**src/rtl/sddt_cmd_pkg.sv**
```systemverilog
// Shared command-stream definitions for the SDDT command path: widths, REF opcode, arbiter states.
package sddt_cmd_pkg;

    localparam int CMD_W    = 128;
    localparam int CMD_OP_W = 4;

    localparam logic [CMD_OP_W-1:0] CMD_OP_REF = 4'h4;

    typedef enum logic [1:0] {
        IDLE,
        REF_WAIT,
        REF_HOLD
    } arb_state_e;

    // REF command beat: opcode in the low nibble, everything else zero.
    function automatic logic [CMD_W-1:0] ref_word();
        return {{(CMD_W-CMD_OP_W){1'b0}}, CMD_OP_REF};
    endfunction

endpackage

```
**src/rtl/sddt_ref_timer.sv**
```systemverilog
// tREFI interval counter with a saturating owed-REF counter and a sticky overflow flag.
module sddt_ref_timer #(
    parameter int REF_INTERVAL = 2340,
    parameter int MAX_POSTPONE = 8
) (
    input  logic       clk,
    input  logic       rst_n,
    input  logic       ref_en,
    input  logic       ref_take,
    output logic [3:0] ref_pending,
    output logic       ref_overflow,
    output logic       at_max
);

    localparam int TW = (REF_INTERVAL > 1) ? $clog2(REF_INTERVAL) : 1;
    localparam logic [TW-1:0] TIMER_LAST = TW'(REF_INTERVAL - 1);
    localparam logic [3:0]    PEND_MAX   = 4'(MAX_POSTPONE);

    logic [TW-1:0] timer_q;
    logic          tick;

    assign tick   = ref_en && (timer_q == TIMER_LAST);
    assign at_max = (ref_pending == PEND_MAX);

    always_ff @(posedge clk or negedge rst_n) begin
        if (!rst_n) begin
            timer_q      <= '0;
            ref_pending  <= '0;
            ref_overflow <= 1'b0;
        end else if (!ref_en) begin
            timer_q     <= '0;
            ref_pending <= '0;
        end else begin
            timer_q <= tick ? '0 : timer_q + 1'b1;
            // A tick and a take in the same cycle cancel out.
            if (tick && !ref_take && !at_max)
                ref_pending <= ref_pending + 1'b1;
            else if (!tick && ref_take)
                ref_pending <= ref_pending - 1'b1;
            if (tick && at_max)
                ref_overflow <= 1'b1;
        end
    end

endmodule

```
**src/rtl/sddt_ref_cmd_arbiter.sv**
```systemverilog
// Merges host command beats with periodic REF commands ahead of the cmd_scheduler S_AXIS_CMD port.
// Optional SDDT_REF_ARB_STATS_EN adds issued/forced REF counters.
module sddt_ref_cmd_arbiter
    import sddt_cmd_pkg::*;
#(
    parameter int REF_INTERVAL = 2340,
    parameter int MAX_POSTPONE = 8,
    parameter int REF_HOLDOFF  = 105
) (
    input  logic             clk,
    input  logic             rst_n,
    input  logic             ref_en,
    input  logic [CMD_W-1:0] S_AXIS_HOST_CMD_tdata,
    input  logic             S_AXIS_HOST_CMD_tvalid,
    output logic             S_AXIS_HOST_CMD_tready,
    output logic [CMD_W-1:0] M_AXIS_CMD_tdata,
    output logic             M_AXIS_CMD_tvalid,
    input  logic             M_AXIS_CMD_tready,
    output logic [3:0]       ref_pending,
    output logic             ref_overflow
`ifdef SDDT_REF_ARB_STATS_EN
    ,
    output logic [31:0]      ref_issued_cnt,
    output logic [31:0]      ref_forced_cnt
`endif
);

    localparam int HW = (REF_HOLDOFF > 1) ? $clog2(REF_HOLDOFF) : 1;

    arb_state_e      state_q, state_d;
    logic [HW-1:0]   hold_q, hold_d;
    logic            rst_done_q;
    logic            loadable, out_accept, at_max;
    logic            load_ref, load_host, force_grant, host_ready;

    assign loadable   = !M_AXIS_CMD_tvalid || M_AXIS_CMD_tready;
    assign out_accept = M_AXIS_CMD_tvalid && M_AXIS_CMD_tready;
    assign S_AXIS_HOST_CMD_tready = host_ready;

    sddt_ref_timer #(
        .REF_INTERVAL (REF_INTERVAL),
        .MAX_POSTPONE (MAX_POSTPONE)
    ) u_timer (
        .clk          (clk),
        .rst_n        (rst_n),
        .ref_en       (ref_en),
        .ref_take     (load_ref),
        .ref_pending  (ref_pending),
        .ref_overflow (ref_overflow),
        .at_max       (at_max)
    );

    always_comb begin
        state_d     = state_q;
        hold_d      = hold_q;
        load_ref    = 1'b0;
        load_host   = 1'b0;
        force_grant = 1'b0;
        host_ready  = 1'b0;
        case (state_q)
            IDLE: begin
                if (rst_done_q && loadable) begin
                    if (at_max) begin
                        load_ref    = 1'b1;
                        force_grant = 1'b1;
                    end else begin
                        host_ready = 1'b1;
                        if (S_AXIS_HOST_CMD_tvalid)
                            load_host = 1'b1;
                        else if (ref_pending != 4'd0)
                            load_ref = 1'b1;
                    end
                    if (load_ref)
                        state_d = REF_WAIT;
                end
            end
            REF_WAIT: begin
                if (out_accept) begin
                    if (REF_HOLDOFF == 0) begin
                        state_d = IDLE;
                    end else begin
                        state_d = REF_HOLD;
                        hold_d  = HW'(REF_HOLDOFF - 1);
                    end
                end
            end
            REF_HOLD: begin
                if (hold_q == '0)
                    state_d = IDLE;
                else
                    hold_d = hold_q - 1'b1;
            end
            default: state_d = IDLE;
        endcase
    end

    always_ff @(posedge clk or negedge rst_n) begin
        if (!rst_n) begin
            state_q    <= IDLE;
            hold_q     <= '0;
            rst_done_q <= 1'b0;
        end else begin
            state_q    <= state_d;
            hold_q     <= hold_d;
            rst_done_q <= 1'b1;
        end
    end

    always_ff @(posedge clk or negedge rst_n) begin
        if (!rst_n) begin
            M_AXIS_CMD_tvalid <= 1'b0;
            M_AXIS_CMD_tdata  <= '0;
        end else if (load_ref) begin
            M_AXIS_CMD_tvalid <= 1'b1;
            M_AXIS_CMD_tdata  <= ref_word();
        end else if (load_host) begin
            M_AXIS_CMD_tvalid <= 1'b1;
            M_AXIS_CMD_tdata  <= S_AXIS_HOST_CMD_tdata;
        end else if (M_AXIS_CMD_tready) begin
            M_AXIS_CMD_tvalid <= 1'b0;
        end
    end

`ifdef SDDT_REF_ARB_STATS_EN
    // The output register only ever holds the REF beat while in REF_WAIT.
    always_ff @(posedge clk or negedge rst_n) begin
        if (!rst_n) begin
            ref_issued_cnt <= '0;
            ref_forced_cnt <= '0;
        end else begin
            if (state_q == REF_WAIT && out_accept)
                ref_issued_cnt <= ref_issued_cnt + 1'b1;
            if (force_grant)
                ref_forced_cnt <= ref_forced_cnt + 1'b1;
        end
    end
`endif

endmodule

```
**config.mk**
```make
export PLATFORM = sky130hd
export DESIGN_NAME = sddt_ref_cmd_arbiter
export DESIGN_NICKNAME = d
export VERILOG_FILES = /design/src/rtl/sddt_cmd_pkg.sv /design/src/rtl/sddt_ref_timer.sv /design/src/rtl/sddt_ref_cmd_arbiter.sv
export SDC_FILE = /design/constraint.sdc
export NUM_CORES = 1
export LEC_CHECK = 0
export ABC_AREA = 1
export CAP_MARGIN = 25
export CELL_PAD_IN_SITES_DETAIL_PLACEMENT = 1
export CELL_PAD_IN_SITES_GLOBAL_PLACEMENT = 2
export CORE_ASPECT_RATIO = 0.9
export CORE_MARGIN = 2
export CORE_UTILIZATION = 24
export DETAILED_ROUTE_END_ITERATION = 8
export PLACE_DENSITY = 0.8
export SLEW_MARGIN = 25
export SYNTH_ARGS = -nofsm -noshare
export SYNTH_HDL_FRONTEND = slang
export SYNTH_SLANG_ARGS = --single-unit
```
**constraint.sdc**
```tcl
create_clock -name clk -period 2.4 [get_ports clk]
set_input_delay 0.48 -clock clk [delete_from_list [all_inputs] [get_ports clk]]
set_output_delay 0.48 -clock clk [all_outputs]
set_load 0.02 [all_outputs]
```
==> results of run 1 <==
-- power breakdown --
| group | total [mW] | switching, mW | internal [mW] |
|---|---|---|---|
| sequential | 4.46 | 0.651 | 3.81 |
| combinational | 6.54 | 3.67 | 2.87 |
| clock | 2.67 | 1.21 | 1.46 |
-- registers in the layout, indices dropped and copies added (netlist names) --
name and count:
M_AXIS_CMD_tdata 128, M_AXIS_CMD_tvalid 1, hold_q 7, rst_done_q 1, state_q 2, u_timer.ref_overflow 1, u_timer.ref_pending 4, u_timer.timer_q 12
-- cell usage in the layout (no fill, tap or decap), types with 2 or more instances in the layout --
cell type / netlist / layout
a21oi_1: 8 / 8
xor2_1: 5 / 5
buf_4: 1 / 14
nand4_1: 2 / 2
nor3b_1: 3 / 3
nand2_1: 293 / 293
clkbuf_16: 0 / 17
clkinvlp_4: 0 / 3
clkdlybuf4s50_1: 0 / 264
nor3_1: 2 / 2
clkbuf_1: 12 / 2
o21bai_1: 2 / 2
nor2_2: 2 / 2
o21ai_0: 7 / 7
o22ai_1: 2 / 2
inv_1: 34 / 34
nand3_1: 148 / 148
buf_12: 0 / 7
clkinv_4: 0 / 3
dfrtp_1: 156 / 156
inv_6: 0 / 5
ha_1: 5 / 5
nor2_1: 26 / 26
nand3b_1: 3 / 3
-- routing by layer --
metal,vias up,track usage
li1,2915,-
met1,2930,0.1974
met2,192,0.2449
met3,13,0.05791
met4,0,0.03326
met5,-,0
-- final cells by class --
class | count | area [um2]
Clock buffer | 19 | 432.9
Clock inverter | 13 | 133.9
Fill cell | 3122 | 16780
Inverter | 36 | 137.6
Multi-Input combinational cell | 516 | 2302
Sequential cell | 156 | 3904
Tap cell | 354 | 442.9
Timing Repair Buffer | 286 | 2899
-- cells by family (layout without fill, tap and decap cells) --
kind of cell               after synthesis  in the layout  share of synthesized area
xor gates and xnor gates                 5              5                   0.006617
other                                    1              1                  0.0005667
AOI/OAI and AO/OA                       22             22                    0.01891
DFF                                    156            156                     0.5899
and+or+nand+nor                        482            482                     0.3089
adders and majority gates                6              6                    0.01248
buffers and inverters                   78            354                    0.06258
-- per-stage QoR --
step           setup slack, ns  instance area, um2  hold WS [ns]  std cells
3_3_place_gp          0.004585                9686        0.4468       1348
4_1_cts                 0.2628               10250       0.01453       1380
6_report                0.2779               10250      0.002216       1380
3_5_place_dp          -0.09233                9686        0.4536       1348
2_1_floorplan           0.4141                6618        0.1844        750
5_1_grt                0.05929               10250       0.01243       1380
-- worst max path at each step --
stage	start	end	slack, ns	cells after the start
final	u_timer.timer_q[7]	u_timer.ref_pending[3]	0.28	14
after global placement	ref_en	u_timer.ref_pending[3]	0.005	14
after CTS	u_timer.timer_q[7]	u_timer.ref_pending[3]	0.26	14
after floorplan	u_timer.ref_pending[1]	u_timer.ref_pending[3]	0.41	16
after detailed placement	ref_en	u_timer.ref_pending[3]	-0.09	14
after global routing	u_timer.timer_q[0]	u_timer.ref_pending[3]	0.06	14
-- worst max-delay path, delay by kind of cell, from the launching register on --
family | cells | cell delay [ns]
AND/OR/NAND/NOR | 10 | 1.02
buffers and inverters | 2 | 0.11
flip-flops | 1 | 0.42
AO/OA/AOI/OAI | 1 | 0.19
adder cells (fa/ha/maj) | 1 | 0.32
==> flow_summary.json, run 1 <==
{
  "cts_tree": "done",
  "area_growth_pct": 54.92,
  "route.antenna.remaining_nets": 0,
  "via_count": 6050,
  "hold_violations": 0,
  "peakVddDrop_mv": 0.4580,
  "slew_headroom": 0.4772,
  "timing.rr.end": "u_timer.ref_pending[3]",
  "cts_buffers": 17,
  "grt_start_max_net_pins": 128,
  "firstDrtPassIters": 4,
  "fp.dieW_um": 179.0,
  "synth_nets": 889,
  "avgSynthCellArea_um2": 8.823,
  "core_mm2": 0.02703,
  "rr_startpoint": "u_timer.timer_q[7]",
  "die_h_um": 161.5,
  "htree_num_levels": 4,
  "cp_cell_sequence": "nor2_1 -> inv_1 -> nor2_1 -> nand3_1 -> nor2_1 -> nand2_1 -> ha_1 -> nand2_1 -> nand2_1 -> a31oi_1 -> inv_1 -> nand3_1 -> nand3_1 -> nand2_1",
  "power_mw": 13.66,
  "critPathArrivalTime_ns": 2.48,
  "wl_met3_mm": 2.202,
  "ff2ff_setup_slack_ns": 0.28,
  "synth_area_mm2": 0.006618,
  "yosysTopAreaCellShare": 0.5899,
  "synth-seq-cells": 156,
  "seq_area_frac_synth": 0.5899,
  "ctsLongestPathBuffers": 2,
  "slew_viol_final": 0,
  "clk_latency_ns": 0.42,
  "grt_pass1_wl_mm": 34.76,
  "place.gp.congestion": 0.7530,
  "endpoint_kind": "flip-flop",
  "ctsResizeCount": 0,
  "drive_above_1_share": 0.05750,
  "fin_nets": 1152,
  "worst-path-max-fanout": 4,
  "holdBufCountCts": 0,
  "synth_most_common_cell": "nand2_1",
  "numPortBuffers": 267,
  "met2WireLength_mm": 10.12,
  "synth_ff_type": "dfrtp_1",
  "r2r_cells": 14,
  "first_global_vias": 6333,
  "fin_crit_ns": 2.122,
  "cp-start-kind": "flip-flop",
  "antenna-diode-count": 0,
  "overflow": 0,
  "dpl.hpwl_mm": 15.55,
  "wire_per_inst_um": 16.07,
  "p_leak_nw": 4.912,
  "cts_setup_buffers": 0,
  "netlist.top_cell.by_area": "dfrtp_1",
  "slowest_delay_ns": 0.42,
  "synth_cells": 750,
  "power_density_mw_per_mm2": 1333,
  "required_ns": 2.76,
  "synth.top_cells.by_count": "nand2_1, dfrtp_1, nand3_1",
  "finalSetupTns_ns": 0,
  "drc": 0,
  "drv_cap": 0,
  "rsz0062_at_grt": "no",
  "clock-sinks": 156,
  "hold_path.class": "input pin to asynchronous set/reset pin",
  "final_core_util": 0.3793,
  "cpMostUsedCell": "nand2_1",
  "cp_slowest_cell": "dfrtp_1",
  "clock-root-buffer": "clkbuf_16",
  "worst_pin_slew_ns": 0.7841,
  "met1Wirelength_mm": 9.679,
  "drt_first_iter_violations": 253,
  "die_area_mm2": 0.02892,
  "rows": 57,
  "synth_area_leaders": "dfrtp_1, nand2_1, nand3_1",
  "antenna_found_initial": 0,
  "status": "finished clean",
  "route.top_layer_used": "met4",
  "wl_mm": 22.18,
  "initial_utilization": 0.2448,
  "clock.fmax_ghz": 0.4712,
  "track_usage": 0.1534,
  "setup-violations-final": 0,
  "pin_count": 268,
  "yosysWarnings": 0,
  "critPathKind": "flip-flop to flip-flop",
  "synth_cell_types": 29,
  "synthArstFlopShare": 1.000,
  "clock_skew_ns": 0.01180,
  "fin_crit_sh": 0.8842,
  "viasPerCell": 4.384,
  "path_clk_slew_ns": 0.07,
  "synth_edf_count": 0
}
(Power assumes the default switching activity.)
==> inputs of run 2 (changes only) <==
Settings changed: HOLD_SLACK_MARGIN set to 0.02.
==> flow_summary.json, run 2 (synthesis results as in run 1) <==
{
  "status": "finished clean",
  "slowest_delay_ns": 0.42,
  "cpMostUsedCell": "nand2_1",
  "rr_startpoint": "u_timer.timer_q[7]",
  "fin_area_mm2": 0.01026,
  "dpl.hpwl_mm": 15.55,
  "cts_tree": "done",
  "setup-violations-final": 0,
  "clock.fmax_ghz": 0.4712,
  "r2r_cells": 14,
  "via_count": 6056,
  "numPortBuffers": 267,
  "slew_viol_final": 0,
  "track_usage": 0.1538,
  "drv_cap": 0,
  "cts_setup_buffers": 0,
  "die_h_um": 161.5,
  "endpoint_kind": "flip-flop",
  "mostFrequentLayoutCells": "nand2_1, clkdlybuf4s50_1, dfrtp_1, nand3_1, inv_1",
  "die_area_mm2": 0.02892,
  "peakVddDrop_mv": 0.4588,
  "clock-root-buffer": "clkbuf_16",
  "critPathKind": "flip-flop to flip-flop",
  "first_global_vias": 6343,
  "drt_first_iter_violations": 243,
  "place.gp.congestion": 0.7530,
  "overflow": 0,
  "wl_mm": 22.21,
  "ff2ff_setup_slack_ns": 0.28,
  "cts_buffers": 17,
  "clock-sinks": 156,
  "antenna_found_initial": 0,
  "worstSetupStartpoint": "u_timer.timer_q[7]",
  "wire_per_inst_um": 16.08,
  "final_core_util": 0.3797,
  "largest_register_ffs": 128,
  "hold_violations": 0,
  "worst_pin_slew_ns": 0.7864,
  "cp-start-kind": "flip-flop",
  "path_depth": 14,
  "core_mm2": 0.02703,
  "clk_latency_ns": 0.42,
  "rsz0062_at_grt": "no",
  "firstDrtPassIters": 4,
  "p_leak_nw": 4.916,
  "power_mw": 13.66,
  "fp.dieW_um": 179.0,
  "drive_above_1_share": 0.05745,
  "hold_ws_ns": 0.4273,
  "top_regs": "M_AXIS_CMD_tdata (128), u_timer.timer_q (12), hold_q (7)",
  "antenna-diode-count": 0,
  "cp_slowest_cell": "dfrtp_1",
  "worst-path-max-fanout": 4,
  "timing.rr.end": "u_timer.ref_pending[3]",
  "viasPerCell": 4.385,
  "critPathArrivalTime_ns": 2.48,
  "mostFrequentLayoutCell": "nand2_1",
  "grt_pass1_wl_mm": 34.85,
  "cp-endpoint": "u_timer.ref_pending[3]",
  "initial_utilization": 0.2448,
  "cp_cell_sequence": "nor2_1 -> inv_1 -> nor2_1 -> nand3_1 -> nor2_1 -> nand2_1 -> ha_1 -> nand2_1 -> nand2_1 -> a31oi_1 -> inv_1 -> nand3_1 -> nand3_1 -> nand2_1",
  "fin_nets": 1153,
  "cpLargestDelayFamily": "simple AND/OR/NAND/NOR gates",
  "hold_path.class": "input pin to flip-flop",
  "crit_buf_inv": 2,
  "fin_crit_sh": 0.8842,
  "regMostFlops": "M_AXIS_CMD_tdata",
  "ctsLongestPathBuffers": 2,
  "area_growth_pct": 55.08,
  "slew_headroom": 0.4757,
  "fin_crit_ns": 2.122,
  "rows": 57,
  "path_clk_slew_ns": 0.07,
  "htree_num_levels": 4,
  "pin_count": 268,
  "clock_skew_ns": 0.01179,
  "power_density_mw_per_mm2": 1332,
  "drc": 0,
  "dpl_cell_area_mm2": 0.009686,
  "route.antenna.remaining_nets": 0,
  "required_ns": 2.76,
  "grt_start_max_net_pins": 128
}
==> run 2: per-stage QoR <==
step / instances / setup slack (ns) / setup TNS (ns)
2_1_floorplan: 750 / 0.4141 / 0
3_3_place_gp: 1348 / 0.004585 / 0
3_5_place_dp: 1348 / -0.09233 / -0.09233
4_1_cts: 1381 / 0.2628 / 0
5_1_grt: 1381 / 0.05929 / 0
6_report: 1381 / 0.2779 / 0
==> run 2: timing repair <==
item                                    CTS  global route
endpoints found under the setup margin    0             0
hold buffers                              1             0
hold endpoints to repair                  2             0
gates resized for setup                   0             0
==> run 2: worst min path at each step <==
stage	slack (ns)	end	cells past startpoint	from
3_5_place_dp	0.45	u_timer.timer_q[0]	1	u_timer.timer_q[0]
5_1_grt	0.45	M_AXIS_CMD_tdata[2]	3	S_AXIS_HOST_CMD_tvalid
3_3_place_gp	0.45	u_timer.timer_q[0]	1	u_timer.timer_q[0]
4_1_cts	0.41	M_AXIS_CMD_tdata[2]	3	S_AXIS_HOST_CMD_tvalid
6_report	0.43	M_AXIS_CMD_tdata[2]	3	S_AXIS_HOST_CMD_tvalid
2_1_floorplan	0.18	M_AXIS_CMD_tdata[0]	0	rst_n
==> run 2: worst reg2reg max path: stages, from the launching register on <==
cell and delay [ns]:
dfrtp_1 0.42, nor2_1 0.15, inv_1 0.05, nor2_1 0.17, nand3_1 0.14, nor2_1 0.13
nand2_1 0.09, ha_1 0.32, nand2_1 0.08, nand2_1 0.04, a31oi_1 0.19, inv_1 0.06
nand3_1 0.08, nand3_1 0.08, nand2_1 0.06
==> run 2: layer usage <==
layer / track usage / share of wire / vias to the layer above
li1: - / - / 2917
met3: 0.05862 / 0.10 / 13
met5: 0 / 0 / -
met1: 0.1971 / 0.43 / 2930
met4: 0.03326 / 0.0081 / 0
met2: 0.2460 / 0.46 / 196
==> run 2: area by class of cell <==
type / count / area [um2]
fillers: 3118 / 16770
multi-input cells: 516 / 2302
inverters: 36 / 137.6
flip-flops and latches: 156 / 3904
well taps: 354 / 442.9
repair buffers: 287 / 2909
clock inverters: 13 / 133.9
clock buffers: 19 / 432.9
==> run 2: power breakdown <==
group / switching, mW / internal, mW
registers: 0.651 / 3.81
clock network: 1.21 / 1.46
logic: 3.67 / 2.87
